$ cat src/rtl/mips_core_pkg.sv
// Shared types for the branch-predictor update path.
// Latency: n/a (types and constants only).
// Backpressure: n/a.
package mips_core_pkg;

  // Table index width carried inside a queued update.
  localparam int BP_INDEX_WIDTH = 4;

  // Counter value written into every entry by an init sweep (weakly taken).
  localparam logic [1:0] BP_INIT_COUNTER = 2'b10;

  // One pending predictor update as held in the scheduler queue.
  typedef struct packed {
    logic [BP_INDEX_WIDTH-1:0] index;
    logic                      taken;
    logic                      correct;
  } bp_update_t;

  // Scheduler top-level state.
  typedef enum logic {
    SCHED_INIT,
    SCHED_RUN
  } sched_state_t;

endpackage

$ cat src/rtl/bp_update_fifo.sv
// In-order update queue: two ordered push ports (port0 lands first), one pop port.
// Latency: a pushed entry is visible at o_head the cycle after it is written.
// Backpressure: none internally; the caller must never push past full or pop when empty.
module bp_update_fifo
  import mips_core_pkg::*;
#(
  parameter int DEPTH = 4
) (
  input  logic                     i_clk,
  input  logic                     i_rst,
  input  logic                     i_clr,
  input  logic                     i_push0,
  input  bp_update_t               i_dat0,
  input  logic                     i_push1,
  input  bp_update_t               i_dat1,
  input  logic                     i_pop,
  output bp_update_t               o_head,
  output logic [$clog2(DEPTH):0]   o_count
);

  localparam int PW = $clog2(DEPTH);
  localparam int CW = PW + 1;

  bp_update_t    r_mem [DEPTH];
  logic [PW-1:0] r_wr_ptr;
  logic [PW-1:0] r_rd_ptr;
  logic [CW-1:0] r_count;
  logic [PW-1:0] w_wr_ptr1;

  // Port1 goes in the slot after port0 when both push, so the older entry stays ahead.
  assign w_wr_ptr1 = i_push0 ? r_wr_ptr + PW'(1) : r_wr_ptr;

  // Storage array; contents are don't-care until pointed at, so it carries no reset.
  always_ff @(posedge i_clk) begin
    if (i_push0) r_mem[r_wr_ptr] <= i_dat0;
    if (i_push1) r_mem[w_wr_ptr1] <= i_dat1;
  end

  // Pointers wrap naturally (power-of-two depth); full/empty come only from r_count.
  always_ff @(posedge i_clk) begin
    if (i_rst || i_clr) begin
      r_wr_ptr <= '0;
      r_rd_ptr <= '0;
      r_count  <= '0;
    end else begin
      r_wr_ptr <= r_wr_ptr + PW'(i_push0) + PW'(i_push1);
      r_rd_ptr <= r_rd_ptr + PW'(i_pop);
      r_count  <= r_count + CW'(i_push0) + CW'(i_push1) - CW'(i_pop);
    end
  end

  assign o_head  = r_mem[r_rd_ptr];
  assign o_count = r_count;

endmodule

$ cat src/rtl/bp_update_sched.sv
// Orders resolved-branch updates (execute before decode) onto the predictor's single write port and runs table init sweeps.
// Latency: update accepted in cycle t into an empty queue is written in t+2; one write per cycle sustained.
// Backpressure: readys from registered occupancy only; dec needs two free slots, ex one; both low during init, flush and reset.
module bp_update_sched
  import mips_core_pkg::*;
#(
  parameter int INDEX_WIDTH = BP_INDEX_WIDTH,
  parameter int ADDR_WIDTH  = 26,
  parameter int QUEUE_DEPTH = 4
) (
  input  logic                           clk,
  input  logic                           rst,
  input  logic                           ex_upd_valid,
  output logic                           ex_upd_ready,
  input  logic [ADDR_WIDTH-1:0]          ex_upd_pc,
  input  logic                           ex_upd_taken,
  input  logic                           ex_upd_correct,
  input  logic                           dec_upd_valid,
  output logic                           dec_upd_ready,
  input  logic [ADDR_WIDTH-1:0]          dec_upd_pc,
  input  logic                           dec_upd_taken,
  input  logic                           dec_upd_correct,
  input  logic                           flush_req,
  output logic                           bp_we,
  output logic                           bp_init,
  output logic [INDEX_WIDTH-1:0]         bp_write_index,
  output logic                           bp_write_taken,
  output logic                           bp_write_correct,
  output logic                           bp_busy,
  output logic [$clog2(QUEUE_DEPTH):0]   queue_count
);

  localparam int                     CW       = $clog2(QUEUE_DEPTH) + 1;
  localparam logic [INDEX_WIDTH-1:0] LAST_IDX = '1;

  sched_state_t           r_state, w_state_nxt;
  logic [INDEX_WIDTH-1:0] r_sweep_idx, w_sweep_nxt;
  logic                   w_we_nxt, w_init_nxt, w_taken_nxt, w_correct_nxt, w_busy_nxt;
  logic [INDEX_WIDTH-1:0] w_idx_nxt;
  logic [CW-1:0]          w_count;
  bp_update_t             w_head, w_ex_dat, w_dec_dat;
  logic                   w_accept_ok, w_ex_acc, w_dec_acc, w_pop;
  logic [2*(ADDR_WIDTH-INDEX_WIDTH)-1:0] w_unused_pc;

  // Only the low PC bits index the table.
  assign w_unused_pc = {ex_upd_pc[ADDR_WIDTH-1:INDEX_WIDTH], dec_upd_pc[ADDR_WIDTH-1:INDEX_WIDTH]};

  assign w_accept_ok   = (r_state == SCHED_RUN) && !rst && !flush_req;
  assign ex_upd_ready  = w_accept_ok && (w_count < CW'(QUEUE_DEPTH));
  assign dec_upd_ready = w_accept_ok && (w_count < CW'(QUEUE_DEPTH - 1));
  assign w_ex_acc      = ex_upd_valid && ex_upd_ready;
  assign w_dec_acc     = dec_upd_valid && dec_upd_ready;
  assign w_pop         = (r_state == SCHED_RUN) && !flush_req && (w_count != '0);

  assign w_ex_dat  = '{index: ex_upd_pc[INDEX_WIDTH-1:0], taken: ex_upd_taken, correct: ex_upd_correct};
  assign w_dec_dat = '{index: dec_upd_pc[INDEX_WIDTH-1:0], taken: dec_upd_taken, correct: dec_upd_correct};

  bp_update_fifo #(
    .DEPTH (QUEUE_DEPTH)
  ) u_fifo (
    .i_clk   (clk),
    .i_rst   (rst),
    .i_clr   (flush_req),
    .i_push0 (w_ex_acc),
    .i_dat0  (w_ex_dat),
    .i_push1 (w_dec_acc),
    .i_dat1  (w_dec_dat),
    .i_pop   (w_pop),
    .o_head  (w_head),
    .o_count (w_count)
  );

  // Next state and next write-port values; flush issues init index 0 itself, so the sweep resumes at 1.
  always_comb begin
    w_state_nxt   = r_state;
    w_sweep_nxt   = r_sweep_idx;
    w_we_nxt      = 1'b0;
    w_init_nxt    = 1'b0;
    w_idx_nxt     = '0;
    w_taken_nxt   = 1'b0;
    w_correct_nxt = 1'b0;
    if (flush_req) begin
      w_state_nxt = SCHED_INIT;
      w_sweep_nxt = INDEX_WIDTH'(1);
      w_we_nxt    = 1'b1;
      w_init_nxt  = 1'b1;
    end else begin
      case (r_state)
        SCHED_INIT: begin
          w_we_nxt    = 1'b1;
          w_init_nxt  = 1'b1;
          w_idx_nxt   = r_sweep_idx;
          w_sweep_nxt = r_sweep_idx + INDEX_WIDTH'(1);
          if (r_sweep_idx == LAST_IDX) w_state_nxt = SCHED_RUN;
        end
        SCHED_RUN: begin
          if (w_pop) begin
            w_we_nxt      = 1'b1;
            w_idx_nxt     = w_head.index;
            w_taken_nxt   = w_head.taken;
            w_correct_nxt = w_head.correct;
          end
        end
        default: ;
      endcase
    end
    // Busy stays high through the last init write and drops with the first RUN cycle's output.
    w_busy_nxt = w_init_nxt || (w_state_nxt == SCHED_INIT);
  end

  // State, sweep counter and registered write port; reset wins over flush.
  always_ff @(posedge clk) begin
    if (rst) begin
      r_state          <= SCHED_INIT;
      r_sweep_idx      <= '0;
      bp_we            <= 1'b0;
      bp_init          <= 1'b0;
      bp_write_index   <= '0;
      bp_write_taken   <= 1'b0;
      bp_write_correct <= 1'b0;
      bp_busy          <= 1'b1;
    end else begin
      r_state          <= w_state_nxt;
      r_sweep_idx      <= w_sweep_nxt;
      bp_we            <= w_we_nxt;
      bp_init          <= w_init_nxt;
      bp_write_index   <= w_idx_nxt;
      bp_write_taken   <= w_taken_nxt;
      bp_write_correct <= w_correct_nxt;
      bp_busy          <= w_busy_nxt;
    end
  end

  assign queue_count = w_count;

endmodule
$ cat config.mk
export PLATFORM = sky130hd
export DESIGN_NAME = bp_update_sched
export DESIGN_NICKNAME = d
export VERILOG_FILES = /design/src/rtl/mips_core_pkg.sv /design/src/rtl/bp_update_fifo.sv /design/src/rtl/bp_update_sched.sv
export SDC_FILE = /design/constraint.sdc
export NUM_CORES = 1
export LEC_CHECK = 0
export ABC_AREA = 1
export CAP_MARGIN = 20
export CORE_UTILIZATION = 32
export DETAILED_ROUTE_END_ITERATION = 7
export PLACE_DENSITY = 0.58
export SLEW_MARGIN = 10
export SYNTH_ARGS = -nofsm -noshare
export SYNTH_HDL_FRONTEND = slang
export SYNTH_SLANG_ARGS = --single-unit
$ cat constraint.sdc
create_clock -name clk -period 3.6 [get_ports clk]
set_input_delay 0.72 -clock clk [delete_from_list [all_inputs] [get_ports clk]]
set_output_delay 0.72 -clock clk [all_outputs]
set_load 0.03 [all_outputs]
==> impl_metrics.py <==
metrics = {
    "pwr": {
        "power_frac_seq_pct": 60.0,
        "vdd.ir_drop.worst_v": 0.000123,
        "p_int_mw": 0.712,
        "p_sw_share_pct": 21.4,
        "p_switching_mw": 0.194,
        "pwr-share-clk_pct": 33.7,
        "comb_power_share_pct": 6.2,
        "power_density_mw_per_mm2": 320,
        "power_leakage_nw": 1.10,
    },
    "global_route": {
        "grt_pass1_vias": 1682,
        "globalRouteOverflowTotal": 0,
        "grt_pass1_wl_mm": 8.36,
        "grt_max_degree": 30,
        "grt_use_met2_pct": 22.0,
        "antenna_found_initial": 0,
        "grt_use_met1_pct": 20.2,
        "track_usage_pct": 14.4,
        "use_met3_pct": 2.83,
        "grt.busiest_layer": "met2",
    },
    "synthesis": {
        "yosysMostFrequentCell": "nand2_1",
        "ys_seq_area_share_pct": 48.1,
        "synth_common_cells": "77 x nand2_1, 28 x nor2_1, 26 x nand4_1",
        "synth.area.top_cells": "edfxtp_1 30%, dfxtp_1 18%, nand2_1 12%, nand4_1 6.8%, nor2_1 4.4%",
        "ys_ff_latch": 45,
        "ys_async_sr_fraction_pct": 0,
        "netlist_area_mm2": 0.00237,
        "avgSynthCellArea_um2": 8.80,
        "synth_edf_count": 24,
        "synth_top_area_share_pct": 30.3,
        "yosysWarnings": 0,
        "synthFlopType": "edfxtp_1",
        "yosys.cell_types.count": 27,
        "syn-num-nets": 342,
        "synth_area_leader_cell": "edfxtp_1",
        "syn_inst": 270,
    },
    "setup_path": {
        "worstSetupPathType": "in -> out",
        "r2r_end": "u_fifo.o_count[2]",
        "reg2regPathDepth": 12,
        "start_kind": "input port",
        "cp.required_ns": 2.88,
        "rrSetupSlack_ns": 1.14,
        "reg2reg_from": "u_fifo.o_count[2]",
        "worstPathArrival_ns": 2.37,
        "end_kind": "output pin",
        "cp_max_fo": 6,
    },
    "sta": {
        "worstMarginPinSlew_ns": 0.462,
        "fin_setup_tns_ns": 0,
        "setup_violations": 0,
        "finClkSkew_ns": 0.00437,
        "slew_headroom_pct": 69.2,
        "finalCriticalPeriod_ns": 3.09,
        "fmax_ghz": 0.324,
        "fin_crit_sh_pct": 85.8,
        "drv_slew": 0,
        "hold_viol_final": 0,
        "rsz0062_at_grt": "no",
    },
    "min_path": {
        "hold_class": "reg -> reg",
        "holdPathStages": 2,
        "whs_endpoint": "r_sweep_idx[1]",
        "min-delay-start": "r_sweep_idx[1]",
    },
    "clocking": {
        "clk_latency_ns": 0.29,
        "ctsHoldBuffers": 0,
        "cts.repair.resized": 0,
        "cts_tree": "yes",
        "numClockSinks": 45,
        "clockBufferDepth": 2,
        "post_cts_buffers": 0,
        "root_buffer": "clkbuf_8",
        "clk_pin_slew_ns": 0.08,
        "cts_buffers": 5,
        "htreeDepth": 2,
    },
    "run_status": {
        "status": "finished, final reports clean",
    },
    "floorplan": {
        "initial_core_util_pct": 32.9,
        "num_rows": 31,
        "pin_count": 75,
        "dieArea_mm2": 0.00777,
        "dieWidth_um": 88.1,
        "die_y_um": 88.1,
        "core_mm2": 0.00721,
    },
    "cells_and_area": {
        "layout-drive-gt1-share_pct": 9.03,
        "post-route-util_pct": 39.3,
        "fill_cells": 762,
        "antenna-diode-count": 0,
        "syn2layout_area_growth_pct": 19.3,
        "multi_input_area_mm2": 0.00109,
        "fin_nets": 370,
        "area.sequential_mm2": 0.00114,
    },
    "routing": {
        "drcViolationCount": 0,
        "drt_iter0_markers": 60,
        "wl_per_cell_um": 12.7,
        "drt_wl_total_mm": 5.06,
        "first_pass_iters": 4,
        "viasPerCell": 4.61,
        "vias": 1836,
        "antenna_left": 0,
    },
    "placement": {
        "dp_hpwl_mm": 3.68,
        "gp_congestion": 0.812,
        "port_buffers": 30,
    },
    "job": {
        "drv_cap": 0,
    },
}
## metrics by stage
step           power (mW)  std cells  cell area, um2  hold slack [ns]  setup WS, ns
2_1_floorplan       0.578        270            2370            0.444         0.796
6_report            0.906        398            2830            0.484         0.512
3_3_place_gp        0.611        390            2750            0.462         0.345
3_5_place_dp        0.612        390            2750            0.469         0.321
5_1_grt             0.942        398            2830            0.505         0.418
4_1_cts             0.916        398            2830            0.488         0.493
## how the worst max path moves through the flow
stage,start,end,cells past startpoint
3_5_place_dp,rst,u_fifo.o_count[2],11
3_3_place_gp,rst,u_fifo.o_count[2],11
5_1_grt,rst,ex_upd_ready,5
2_1_floorplan,u_fifo.o_count[2],u_fifo.o_count[2],13
6_report,rst,ex_upd_ready,5
4_1_cts,rst,ex_upd_ready,5
## layer usage
layer | routed length [um] | part of all wire, % | vias to the layer above
li1 | - | - | 967
met1 | 2490 | 49 | 834
met2 | 2340 | 46 | 29
met5 | 0 | 0 | -
met3 | 150 | 3.0 | 6
met4 | 82 | 1.6 | 0
## cell families (layout without fill, tap and decap cells)
family                     Yosys count  after routing  synth area share (%)
AOI/OAI and AO/OA                   30             30                  6.53
xor gates and xnor gates             3              3                  1.11
adders and majority gates           11             11                  6.74
buffers and inverters               32             61                  6.48
DFF                                 45             45                  48.1
and+or+nand+nor                    149            149                  31.1
## layout by cell type, fill, tap and decap left out, types with 2 or more instances in the layout
master	synthesis	routed
o22ai_1	4	4
nor2_1	28	28
fa_1	3	3
clkinv_2	1	3
edfxtp_1	24	24
nor3_1	2	2
ha_1	8	8
buf_4	2	2
nand2_2	5	5
a21oi_1	12	12
nand2_1	77	77
nand4_1	26	26
dfxtp_1	21	21
xnor2_1	3	3
nand3_4	4	4
nand2_4	2	2
o21ai_0	14	14
inv_1	19	19
clkbuf_8	0	5
clkdlybuf4s50_1	0	30
## cell type report
type | count | share of cell area (%)
sequential | 45 | 40.3
tap | 99 | 4.37
multi-input combinational | 193 | 38.3
clock inverter | 2 | 0.353
clock buffer | 6 | 2.69
inverter | 21 | 2.83
timing repair buffer | 32 | 11.1
## worst max-delay path: stages
cell and delay [ns]:
clkdlybuf4s50_1 0.53, nor2_4 0.22, nand2_2 0.12, nor2_1 0.11, clkdlybuf4s50_1 0.67
## power groups by stage
stage | clock [mW] | combinational [mW] | sequential, mW
floorplan | 0 | 0.0188 | 0.560
global placement | 0 | 0.0555 | 0.556
detailed placement | 0 | 0.0562 | 0.556
CTS | 0.316 | 0.0565 | 0.544
global route | 0.335 | 0.0628 | 0.544
finish | 0.306 | 0.0564 | 0.544
## flip-flops by register name, indices dropped and copies added, names as in the netlist
signal and count:
r_state 1, r_sweep_idx 4, u_fifo.o_count 3, bp_busy 1, bp_write_correct 1, bp_write_taken 1
u_fifo.r_rd_ptr 2, bp_we 1, bp_init 1, bp_write_index 4, u_fifo.r_wr_ptr 2, u_fifo.r_mem 24
Note: power is estimated with default switching activity, not from simulation.
